$ cat config.mk
export PLATFORM = sky130hd
export DESIGN_NAME = alu_resp_queue_flat
export DESIGN_NICKNAME = d
export VERILOG_FILES = /design/src/rtl/alu_pkg.sv /design/src/rtl/alu_resp_queue_if.sv /design/src/rtl/alu_resp_fifo.sv /design/src/rtl/alu_resp_queue.sv /design/src/flat_wrapper.sv
export SDC_FILE = /design/constraint.sdc
export NUM_CORES = 1
export LEC_CHECK = 0
export CAP_MARGIN = 20
export CORE_MARGIN = 8
export CORE_UTILIZATION = 55
export DETAILED_ROUTE_END_ITERATION = 12
export PLACE_DENSITY = 0.8
export SLEW_MARGIN = 20
export SYNTH_ARGS = -nofsm -noshare
export SYNTH_HDL_FRONTEND = slang
export SYNTH_SLANG_ARGS = --single-unit
export TNS_END_PERCENT = 30
$ cat constraint.sdc
create_clock -name clk -period 5.29 [get_ports clk]
set_input_delay 0.7935 -clock clk [delete_from_list [all_inputs] [get_ports clk]]
set_output_delay 0.7935 -clock clk [all_outputs]
set_load 0.005 [all_outputs]
$ cat src/rtl/alu_pkg.sv
// Definitions shared between the ALU and its response queue: pipeline latency,
// result word type and the width helper for occupancy counters.
package alu_pkg;

    localparam int ALU_LAT   = 2;
    localparam int DEF_DEPTH = 4;

    typedef logic [31:0] word_t;

    typedef struct packed {
        word_t data;
    } alu_resp_t;

    // Width needed to hold an occupancy value 0..depth inclusive.
    function automatic int cnt_w(input int depth);
        return $clog2(depth + 1);
    endfunction

    localparam int CNT_W = cnt_w(DEF_DEPTH);

endpackage

$ cat src/rtl/alu_resp_queue_if.sv
// ALU-side and consumer-side signals of the response queue. The queue itself
// takes the slave view; the issuer/ALU/consumer environment takes the master view.
interface alu_resp_queue_if
    import alu_pkg::*;
#(
    parameter int WIDTH = $bits(word_t),
    parameter int DEPTH = DEF_DEPTH
);
    localparam int CW = cnt_w(DEPTH);

    logic             issue;
    logic [WIDTH-1:0] alu_f;
    logic             alu_valid;
    logic             can_issue;
    logic [WIDTH-1:0] resp_data;
    logic             resp_valid;
    logic             resp_ready;
    logic             err;
    logic [CW-1:0]    count;

    modport master (
        output issue, alu_f, alu_valid, resp_ready,
        input  can_issue, resp_data, resp_valid, err, count
    );

    modport slave (
        input  issue, alu_f, alu_valid, resp_ready,
        output can_issue, resp_data, resp_valid, err, count
    );

endinterface

$ cat src/rtl/alu_resp_fifo.sv
// Result storage for the ALU response queue: circular buffer with explicit
// pointer wrap, so any DEPTH >= 2 works. Storage contents are never reset.
module alu_resp_fifo
    import alu_pkg::*;
#(
    parameter int DEPTH = DEF_DEPTH,
    parameter int WIDTH = 32
) (
    input  logic                       clk,
    input  logic                       rst,
    input  logic                       push_i,
    input  logic [WIDTH-1:0]           wdata_i,
    input  logic                       pop_i,
    output logic [WIDTH-1:0]           rdata_o,
    output logic                       full_o,
    output logic                       empty_o,
    output logic [cnt_w(DEPTH)-1:0]    count_o
);
    localparam int CW = cnt_w(DEPTH);
    localparam int PW = $clog2(DEPTH);

    logic [WIDTH-1:0] mem_q [DEPTH];
    logic [PW-1:0]    wr_ptr_q, wr_ptr_d;
    logic [PW-1:0]    rd_ptr_q, rd_ptr_d;
    logic [CW-1:0]    count_q, count_d;
    logic             wr_en, rd_en;

    function automatic logic [PW-1:0] ptr_inc(input logic [PW-1:0] p);
        return (p == PW'(DEPTH - 1)) ? '0 : p + PW'(1);
    endfunction

    always_comb begin
        empty_o  = (count_q == '0);
        full_o   = (count_q == CW'(DEPTH));
        rd_en    = pop_i && !empty_o;
        // A full queue still accepts a write when the head leaves the same cycle.
        wr_en    = push_i && (!full_o || rd_en);
        wr_ptr_d = wr_en ? ptr_inc(wr_ptr_q) : wr_ptr_q;
        rd_ptr_d = rd_en ? ptr_inc(rd_ptr_q) : rd_ptr_q;
        count_d  = count_q + CW'(wr_en) - CW'(rd_en);
        rdata_o  = mem_q[rd_ptr_q];
        count_o  = count_q;
    end

    always_ff @(posedge clk) begin
        if (rst) begin
            wr_ptr_q <= '0;
            rd_ptr_q <= '0;
            count_q  <= '0;
        end else begin
            wr_ptr_q <= wr_ptr_d;
            rd_ptr_q <= rd_ptr_d;
            count_q  <= count_d;
        end
    end

    always_ff @(posedge clk) begin
        if (wr_en && !rst) mem_q[wr_ptr_q] <= wdata_i;
    end

endmodule

$ cat src/rtl/alu_resp_queue.sv
// Buffers every result of the non-stallable ALU and hands out issue credits so
// that queued plus in-flight results never exceed the storage.
module alu_resp_queue
    import alu_pkg::*;
#(
    parameter int DEPTH   = DEF_DEPTH,
    parameter int ALU_LAT = alu_pkg::ALU_LAT,
    parameter int WIDTH   = 32
) (
    input  logic         clk,
    input  logic         rst,
    alu_resp_queue_if.slave q
);
    localparam int CW = cnt_w(DEPTH);
    localparam int BW = $clog2(ALU_LAT + 1);
    localparam logic [CW:0] DEPTH_C = (CW + 1)'(DEPTH);

    logic [CW-1:0]    inflight_q, inflight_d;
    logic [BW-1:0]    blank_q, blank_d;
    logic             err_q, err_d;

    logic [CW-1:0]    count;
    logic [WIDTH-1:0] rdata;
    logic             full, empty;
    logic             live, push, pop, issue_acc, can_issue, inflight_dec;

    alu_resp_fifo #(
        .DEPTH (DEPTH),
        .WIDTH (WIDTH)
    ) u_fifo (
        .clk     (clk),
        .rst     (rst),
        .push_i  (push),
        .wdata_i (q.alu_f),
        .pop_i   (pop),
        .rdata_o (rdata),
        .full_o  (full),
        .empty_o (empty),
        .count_o (count)
    );

    always_comb begin
        // Unreset ALU pipeline registers may hold garbage until ALU_LAT cycles pass.
        live         = (blank_q == '0);
        push         = live && q.alu_valid;
        pop          = !empty && q.resp_ready;
        can_issue    = live && (({1'b0, count} + {1'b0, inflight_q}) < DEPTH_C);
        issue_acc    = q.issue && can_issue;
        inflight_dec = push && (inflight_q != '0);
        blank_d      = live ? blank_q : blank_q - BW'(1);
        inflight_d   = inflight_q + CW'(issue_acc) - CW'(inflight_dec);
        err_d        = err_q
                     | (q.issue && !can_issue)
                     | (push && full && !pop)
                     | (push && (inflight_q == '0));
    end

    always_ff @(posedge clk) begin
        if (rst) begin
            inflight_q <= '0;
            blank_q    <= BW'(ALU_LAT);
            err_q      <= 1'b0;
        end else begin
            inflight_q <= inflight_d;
            blank_q    <= blank_d;
            err_q      <= err_d;
        end
    end

    assign q.can_issue  = can_issue;
    assign q.resp_valid = !empty;
    assign q.resp_data  = rdata;
    assign q.err        = err_q;
    assign q.count      = count;

endmodule

$ cat src/flat_wrapper.sv
// flat-port wrapper written by rule: the top's interface ports become plain ports
module alu_resp_queue_flat import alu_pkg::*;
#(
    parameter int DEPTH   = DEF_DEPTH,
    parameter int ALU_LAT = alu_pkg::ALU_LAT,
    parameter int WIDTH   = 32
)
  (clk, rst, q_issue, q_alu_f, q_alu_valid, q_resp_ready, q_can_issue, q_resp_data, q_resp_valid, q_err, q_count);
  alu_resp_queue_if #(.WIDTH(WIDTH), .DEPTH(DEPTH)) q_i ();
  input  logic clk;
  input  logic rst;
  input wire logic [$bits(q_i.issue)-1:0] q_issue;
  input wire logic [$bits(q_i.alu_f)-1:0] q_alu_f;
  input wire logic [$bits(q_i.alu_valid)-1:0] q_alu_valid;
  input wire logic [$bits(q_i.resp_ready)-1:0] q_resp_ready;
  output wire logic [$bits(q_i.can_issue)-1:0] q_can_issue;
  output wire logic [$bits(q_i.resp_data)-1:0] q_resp_data;
  output wire logic [$bits(q_i.resp_valid)-1:0] q_resp_valid;
  output wire logic [$bits(q_i.err)-1:0] q_err;
  output wire logic [$bits(q_i.count)-1:0] q_count;
  assign q_i.issue = q_issue;
  assign q_i.alu_f = q_alu_f;
  assign q_i.alu_valid = q_alu_valid;
  assign q_i.resp_ready = q_resp_ready;
  assign q_can_issue = q_i.can_issue;
  assign q_resp_data = q_i.resp_data;
  assign q_resp_valid = q_i.resp_valid;
  assign q_err = q_i.err;
  assign q_count = q_i.count;
  alu_resp_queue #(.DEPTH(DEPTH), .ALU_LAT(ALU_LAT), .WIDTH(WIDTH)) u_core (.clk(clk), .rst(rst), .q(q_i));
endmodule
Yosys cells after proc, flatten, opt, wreduce, memory -nomap -nowiden
Memory sizes are Yosys's and may differ from the RTL's. A register that Yosys moved wholly into a read port is not among the register bits.
Cells that the tools add are included.
{"block": "word_totals", "reg_bits": 13, "ramBits": 128, "input_bits": 37, "out_inout_bits": 38, "word_cells": 50, "memories": 1}
{"block": "op_classes", "addsub": 8, "n_lt_le_gt_ge": 1, "n_eq_ne": 3, "n_mux": 6, "bitwise": 3, "n_reduce_logical": 22}
{"memory": "u_core.u_fifo.mem_q", "depth": 4, "word_bits": 32, "rd": 1, "rd_ports_with_merged_regs": 1, "wr": 1, "line_no": "alu_resp_fifo.sv:22", "rtl": "logic [WIDTH-1:0] mem_q [DEPTH];"}
{"operator": "logical AND 1 bit", "count": 12}
{"operator": "2-to-1 mux 2 bit", "count": 4}
{"operator": "adder 3 x 1 -> 3 bit", "count": 2}
{"operator": "logical NOT 3 bit", "count": 2}
{"operator": "subtractor 3 x 1 -> 3 bit", "count": 2}
{"operator": "logical NOT 1 bit", "count": 5}
{"operator": "adder 2 x 1 -> 2 bit (second input constant)", "count": 2}
{"operator": "adder 3 x 3 -> 4 bit", "count": 1}
{"operator": "equality test 2 bit (second input constant)", "count": 2}
{"operator": "less-than comparator 4 x 3 -> 1 bit (second input constant)", "count": 1}
{"operator": "equality test 3 bit (second input constant)", "count": 1}
{"operator": "bitwise OR 1 bit", "count": 3}
{"operator": "nonzero test 3 bit", "count": 1}
{"operator": "logical NOT 2 bit", "count": 1}
{"operator": "2-to-1 mux 1 bit", "count": 2}
{"operator": "subtractor 2 x 1 -> 2 bit (second input constant)", "count": 1}
{"operator": "logical OR 1 bit", "count": 1}

Logic depth before layout (Yosys ltp)
Gate-level depths: netlist of the first run.
{"block": "depth", "depth_word": 9, "mapped_depth": 12, "mapped_depth_nobuf": 12}

Hierarchy
A second synthesis of the first run with hierarchy kept.
{"block": "unflattened", "hier_cells": 254, "hier_area_um2": 5481.5}
{"mod": "alu_resp_fifo", "instances": 1, "cells_per_inst": 214, "area_per_inst_um2": 5087.4, "seq_area_each_um2": 4023.9}
{"mod": "alu_resp_queue", "instances": 1, "cells_per_inst": 40, "area_per_inst_um2": 394.1, "seq_area_each_um2": 120.1}

Worst setup path after synthesis of the first run
OpenSTA, ideal clock, no wires.
{"block": "synth_timing", "path_type": "input to register", "from": "input q_resp_ready", "to": "register u_core.u_fifo.count_q[2], in the netlist u_core.u_fifo.count_o[2]", "setup_time_ns": 0.078, "arrival_time_ns": 2.535, "required_ns": 5.212, "setup_slack_ns": 2.677, "cell_stages": 10, "n_path_buf": 0, "cell_sequence": "nor4b_2 nand2b_1 ha_1 inv_1 ha_1 inv_1 fa_1 xor2_1 and2_1 nor3_1"}
{"block": "synth_via", "elab_chain_cells": 6}
{"element": "start: declaration", "line_no": "flat_wrapper.sv:15", "rtl": "input wire logic [$bits(q_i.resp_ready)-1:0] q_resp_ready;"}
{"element": "logical AND 1 bit (*)", "line_no": "alu_resp_queue.sv:46", "rtl": "pop = !empty && q.resp_ready;"}
{"element": "logical AND 1 bit (*)", "line_no": "alu_resp_fifo.sv:35", "rtl": "rd_en = pop_i && !empty_o;"}
{"element": "logical OR 1 bit", "line_no": "alu_resp_fifo.sv:37", "rtl": "wr_en = push_i && (!full_o || rd_en);"}
{"element": "logical AND 1 bit", "line_no": "alu_resp_fifo.sv:37"}
{"element": "adder 3 x 1 -> 3 bit", "line_no": "alu_resp_fifo.sv:40", "rtl": "count_d = count_q + CW'(wr_en) - CW'(rd_en);"}
{"element": "subtractor 3 x 1 -> 3 bit (*)", "line_no": "alu_resp_fifo.sv:40"}
{"element": "end signal: assignment", "line_no": "alu_resp_fifo.sv:53", "rtl": "count_q <= count_d;"}
{"element": "end: declaration", "line_no": "alu_resp_fifo.sv:25", "rtl": "logic [CW-1:0] count_q, count_d;"}
Mark *: on every way between the ends. The rest lies on a longest branch, timed or not.
A chain may end at the register's enable or synchronous reset.

==> reports/metrics.yaml, run 1 <==
status:
  status: "finished, final reports clean"
yosys:
  yosysTopAreaCell: "edfxtp_1"
  syn_avg_cell_area_um2: 21.3
  yosys_warnings: 0
  synth_edf_count: 128
  synth_top_area_share_pct: 70.7
  ys_ff_latch: 143
  ys_seq_area_share_pct: 76.3
  synth.cell_area_um2: 5430
  synthArstFlopShare_pct: 0
  syn_nets: 306
  synth_cell_types: 32
  syn-instance-count: 255
  ys.flop_type: "edfxtp_1"
  synthTopCellsByArea: "edfxtp_1 71%, mux4_2 13%, dfxtp_1 5.5%"
sta:
  fin_hold_ws_ps: 466
  finalCriticalPeriod_ps: 3450
  slew_violations: 0
  fin_skew_ps: 8.27
  fin_tns_setup_ps: 0
  hold_viol: 0
  relSlewSlack_pct: 41.0
  finalCritPeriodShare_pct: 65.2
  max_freq_mhz: 290
  rsz0062_at_grt: "false"
  tightest_slew_ps: 885
  final-setup-viol-count: 0
power_and_ir_drop:
  cellPowerDensity_nw_per_um2: 450
  intPower_mw: 2.38
  clkPwrFrac_pct: 36.6
  power_leakage_nw: 2.28
  power_frac_seq_pct: 44.2
  ir_drop_mv: 0.260
  power.switching_mw: 0.718
  swShare_pct: 23.2
  power_frac_comb_pct: 19.2
setup_path:
  critPathTopFamily: "buffers and inverters"
  slowest_stage: "dfxtp_2"
  start_kind: "flop"
  cp_cell_sequence: "buf_4 > mux4_2 > clkdlybuf4s50_1"
  slowest_delay_ps: 590
  worstSetupPathType: "reg2out"
  cp_num_buf_inv: 2
  worstPathMaxFanout: 21
  required_ps: 4500
  worstPathArrival_ps: 2650
  endpoint_kind: "primary output"
grt:
  gr-total-overflow: 0
  grt_pass1_wl_um: 14700
  grt_max_degree: 33
  grt_use_total_pct: 15.4
  grt_pass1_vias: 2842
  grt_antenna_before_repair: 0
clocking:
  clock-root-buffer: "clkbuf_8"
  cts_tree: "built"
  worstSkewPairLatency_ps: 510
  cts_setup_buffers: 0
  postCtsHoldBufs: 0
  h-tree-depth: 4
  path_clk_slew_ps: 60
  numCtsBuffers: 17
  numClockSinks: 143
  cts_resized: 0
  clock_path_buffers: 2
die:
  fp-row-count: 36
  die-area_um2: 13300
  core_area_um2: 9680
  die_w_um: 115
  start_util_pct: 56.1
  die_y_um: 115
  io_pins: 75
cells_and_area:
  diodes: 0
  nets: 392
  drive_gt1_share_pct: 20.4
  final_core_util_pct: 71.0
  fill_cells: 629
  area_growth_pct: 26.6
min_path:
  min_path_type: "reg2reg"
placement:
  portBuffers: 74
  hpwl_um: 5790
  globalplace.congestion: 0.769
routing:
  vias: 2622
  drtAntennaViolNets: 0
  firstDrtPassIters: 4
  routed_wirelength_um: 9580
  viasPerCell: 5.40
  wl_per_cell_um: 19.7
  drt-initial-drc-count: 92
  drc: 0
run:
  maxCapViolCount: 0
worst register-to-register path, cell delays in order, from the launching register on:
cell	delay, ps
dfxtp_1	400
o31ai_1	540
inv_1	100
ha_1	280
inv_1	50
ha_1	130
inv_1	40
fa_1	360
xor2_1	160
and2_1	170
nor3_1	160
sequential cells by signal (all words and copies together) (netlist names), named ones only:
| signal | flops |
|---|---|
| u_core.u_fifo.rd_ptr_q | 2 |
| u_core.u_fifo.mem_q | 128 |
| u_core.inflight_q | 3 |
| u_core.q.err | 1 |
| u_core.blank_q | 2 |
| u_core.u_fifo.wr_ptr_q | 2 |
| u_core.u_fifo.count_o | 3 |
per-layer routing:
layer  GRT usage [%]  up-vias  share of wire [%]
li1                -     1196                  -
met1            17.2     1348                 41
met2            25.8       64                 52
met3            5.88       14                5.9
met4            6.83        0                1.7
met5               0        -                  0
synthesized netlist by cell type, types with 2 or more instances:
master    instances
and2_1            6
nor2b_1           3
edfxtp_1        128
dfxtp_1          15
nor2_1            7
inv_1            12
or3_1             2
ha_1             12
mux4_2           32
nor3_1            3
xor2_1            2
a21oi_1           3
fa_1              2
o21ai_0           4
buf_1             3
xnor2_1           2
buf_4             3
nand2_1           2
power groups by stage:
stage          registers, mW  clock network, mW  logic (mW)
2_1_floorplan           1.35                  0       0.351
3_3_place_gp            1.39                  0       0.586
3_5_place_dp            1.39                  0       0.603
4_1_cts                 1.37               1.16       0.607
5_1_grt                 1.38               1.21       0.652
6_report                1.37               1.13       0.594
through the flow:
stage / area [um2] / cells / setup slack [ps] / power (mW)
3_5_place_dp: 6310 / 455 / 1980 / 2.00
4_1_cts: 6880 / 486 / 1740 / 3.14
2_1_floorplan: 5430 / 255 / 2680 / 1.70
6_report: 6880 / 486 / 1840 / 3.10
5_1_grt: 6880 / 486 / 1650 / 3.24
3_3_place_gp: 6310 / 455 / 2120 / 1.98
area by class of cell:
class / instances / area (um2) / area share, %
multi-input combinational: 92 / 1210 / 17.5
sequential: 143 / 4150 / 60.3
clock inverter: 12 / 145 / 2.11
clock buffer: 19 / 422 / 6.13
inverter: 12 / 45.0 / 0.655
timing repair buffer: 75 / 748 / 10.9
tap: 133 / 166 / 2.42
placed cells by master (no fill, tap or decap), types with 3 or more instances in the layout:
cell / n
ha_1: 12
a21oi_1: 3
and2_2: 5
nor3_1: 3
nor2b_1: 3
clkinvlp_4: 3
nor2_1: 7
bufinv_16: 3
inv_1: 12
edfxtp_1: 128
o21ai_0: 4
clkinv_2: 4
dfxtp_1: 13
mux4_2: 32
clkbuf_16: 16
clkdlybuf4s50_1: 74
cell families (layout without fill, tap and decap cells):
| logic type | Yosys count | in the layout | share of synthesized area (%) |
|---|---|---|---|
| buf+inv | 20 | 118 | 1.61 |
| simple gates | 31 | 31 | 3.45 |
| mux | 33 | 33 | 13.4 |
| xor+xnor | 4 | 4 | 0.645 |
| compound gates | 10 | 10 | 1.08 |
| flops | 143 | 143 | 76.3 |
| fa+ha+maj | 14 | 14 | 3.50 |
path summary, 6_finish.rpt:
kind                                                          start                             endpoint  slack [ps]  cells past startpoint
worst max-delay path                                           flop                      q_resp_data[31]        1840                      3
worst min register to register       u_core.blank_q[1]$_SDFFE_PP1P_       u_core.blank_q[1]$_SDFFE_PP1P_         470                      1
worst min-delay path                 u_core.blank_q[1]$_SDFFE_PP1P_       u_core.blank_q[1]$_SDFFE_PP1P_         470                      1
worst max register to register  u_core.u_fifo.count_o[1]$_SDFF_PP0_  u_core.u_fifo.count_o[2]$_SDFF_PP0_        2800                     10
(Power assumes the default switching activity.)
==> run 2, diff against run 1 <==
--- a/config.mk
+++ b/config.mk
@@ -7,9 +7,9 @@
 export LEC_CHECK = 0
 export CAP_MARGIN = 20
 export CORE_MARGIN = 8
-export CORE_UTILIZATION = 55
+export CORE_UTILIZATION = 49
 export DETAILED_ROUTE_END_ITERATION = 12
-export PLACE_DENSITY = 0.8
+export PLACE_DENSITY = 0.75
 export SLEW_MARGIN = 20
 export SYNTH_ARGS = -nofsm -noshare
 export SYNTH_HDL_FRONTEND = slang
==> constraint.sdc (replaced) <==
create_clock -name clk -period 3.05 [get_ports clk]
set_input_delay 0.4575 -clock clk [delete_from_list [all_inputs] [get_ports clk]]
set_output_delay 0.4575 -clock clk [all_outputs]
set_load 0.005 [all_outputs]
==> run 2 against run 1 <==
  * Count of clock-buffer cells in the layout fell by 1
  * First-iteration DRC count rose by 89%
  * Critical path depth rose by 1
  * Hold slack improved by 4.7 ps
  * Cell count rose by 3.3%
  * Sequential cell count did not move
  * Critical path type unchanged
  * Highest routed layer unchanged
==> reports/metrics.yaml, run 2 (synthesized netlist as in run 1, its figures left out) <==
clocking:
  cts_tree: "built"
  cts_resized: 0  # unchanged
  clock_path_buffers: 2  # unchanged
  h-tree-depth: 4  # unchanged
  numClockSinks: 143  # unchanged
  clock-root-buffer: "clkbuf_8"
  worstSkewPairLatency_ps: 510  # about the same
  numCtsBuffers: 17  # unchanged
  path_clk_slew_ps: 60  # about the same
  cts_setup_buffers: 0  # unchanged
  postCtsHoldBufs: 0  # unchanged
setup_path:
  endpoint_kind: "primary output"
  required_ps: 2590  # -1910 ps
  critPathTopFamily: "simple AND/OR/NAND/NOR gates"
  worstPathArrival_ps: 2370  # -280 ps
  slowest_delay_ps: 510  # -80 ps
  worstPathMaxFanout: 7  # -67%
  cp_num_buf_inv: 1  # -1
  worstSetupPathType: "reg2out"
  cp_cell_sequence: "ha_1 > or4b_4 > nor2_2 > clkdlybuf4s50_1"
  start_kind: "flop"
  slowest_stage: "clkdlybuf4s50_1"
routing:
  vias: 2631  # +0.34%
  drtAntennaViolNets: 0  # unchanged
  wl_met1_um: 4270  # +9.6%
  maxUsedRoutingLayer: "met4"
  drt-initial-drc-count: 174  # +89%
  wl_per_cell_um: 19.8  # +0.36%
  wl_met2_um: 5020  # +1.5%
  drc: 0  # unchanged
  viasPerCell: 5.24  # -2.9%
  wl_met3_um: 574  # +1.6%
  routed_wirelength_um: 9930  # +3.7%
  firstDrtPassIters: 4  # unchanged
cells_and_area:
  largest_reg_flops: 128  # unchanged
  top_register: "u_core.u_fifo.mem_q"
  drive_gt1_share_pct: 21.8  # +1.4 points
  final_core_util_pct: 65.2  # -5.8 points
  fin_area_um2: 7070  # +2.8%
  area_growth_pct: 30.1
  final_common_cell: "edfxtp_1"
  diodes: 0  # unchanged
  nets: 400  # +2.0%
  final_cell_mix: "128 x edfxtp_1, 74 x clkdlybuf4s50_1, 32 x mux4_2"
sta:
  finalCritPeriodShare_pct: 92.6
  relSlewSlack_pct: 64.8  # +24 points
  slew_violations: 0  # unchanged
  hold_viol: 0  # unchanged
  rsz0062_at_grt: "false"
  final-setup-viol-count: 0  # unchanged
  fin_tns_setup_ps: 0  # unchanged
  fin_hold_ws_ps: 470  # +4.66 ps
  fin_skew_ps: 6.86  # -1.41 ps
  finalCriticalPeriod_ps: 2820
  tightest_slew_ps: 524  # -362 ps
  max_freq_mhz: 354
die:
  io_pins: 75  # unchanged
  fp-row-count: 38  # +5.6%
  start_util_pct: 50.1  # -6.0 points
  core_area_um2: 10800  # +12%
  die_w_um: 121  # +5.1%
  die-area_um2: 14700  # +11%
  die_y_um: 121  # +5.1%
power_and_ir_drop:
  cellPowerDensity_nw_per_um2: 794  # +76%
  intPower_mw: 4.38  # +84%
  clkPwrFrac_pct: 39.1  # +2.5 points
  total_power_mw: 5.61  # +81%
  power_frac_seq_pct: 41.4  # -2.8 points
  power_frac_comb_pct: 19.5  # +0.3 points
  power.switching_mw: 1.23  # +71%
  swShare_pct: 21.9  # -1.3 points
  ir_drop_mv: 0.438  # +69%
  power_leakage_nw: 2.37  # +3.8%
run:
  maxCapViolCount: 0  # unchanged
grt:
  grt_max_degree: 33  # unchanged
  grt_pass1_vias: 2971  # +4.5%
  grt_antenna_before_repair: 0  # unchanged
  grt_use_total_pct: 14.4  # -0.97 points
  gr-total-overflow: 0  # unchanged
  grt_pass1_wl_um: 15800  # +7.4%
min_path:
  min_path_type: "reg2reg"
status:
  status: "finished, final reports clean"
placement:
  placed_cell_area_um2: 6430  # +1.9%
  portBuffers: 74  # unchanged
  hpwl_um: 6170  # +6.6%
  globalplace.congestion: 0.735  # -4.5%
[run 2: cell count changes in the layout (fill, tap and decap cells not counted), sizes merged]
cell,change
clkbuf,-1
buf,+8
bufinv,+3
clkinvlp,-1
[run 2: path summary, 6_finish.rpt]
kind | from | to | slack (ps) | depth (start not counted)
worst max-delay path | u_core.u_fifo.count_o[2]$_SDFF_PP0_ | q_can_issue | 230 | 4
worst min-delay path | u_core.q.err$_SDFF_PP0_ | u_core.q.err$_SDFF_PP0_ | 470 | 2
worst max register to register | u_core.u_fifo.count_o[1]$_SDFF_PP0_ | u_core.u_fifo.count_o[2]$_SDFF_PP0_ | 660 | 10
worst min register to register | u_core.q.err$_SDFF_PP0_ | u_core.q.err$_SDFF_PP0_ | 470 | 2
[run 2: metrics by stage]
stage / std cells / worst slack, ps
floorplan: 255 / 773
global placement: 470 / 438
detailed placement: 470 / 327
CTS: 502 / 191
global route: 502 / 126
finish: 502 / 227
[run 2: power groups by stage]
stage	combinational (mW)	sequential (mW)	clock, mW
after CTS	1.13	2.32	2.25
after global routing	1.21	2.34	2.33
after detailed placement	1.12	2.36	0
final	1.10	2.32	2.19
after global placement	1.10	2.36	0
after floorplan	0.609	2.34	0
[run 2: worst reg2reg max path: cells and delay by family (launching register included)]
kind | cells | cell delay [ps]
compound gates | 1 | 490
xor+xnor | 1 | 160
fa+ha+maj | 3 | 780
buf+inv | 3 | 200
flops | 1 | 410
simple gates | 2 | 280
[run 2: final cells by class]
| type | instances | area [um2] |
|---|---|---|
| Sequential cell | 143 | 4150 |
| Clock inverter | 14 | 220 |
| Timing Repair Buffer | 83 | 858 |
| Inverter | 12 | 45.0 |
| Clock buffer | 18 | 418 |
| Tap cell | 140 | 175 |
| Fill cell | 761 | 3770 |
| Multi-Input combinational cell | 92 | 1210 |
[run 2: metal layers]
metal | track usage, % | vias up
met2 | 24.3 | 68
met4 | 4.63 | 0
met1 | 16.7 | 1342
met5 | 0 | -
li1 | - | 1216
met3 | 5.63 | 5
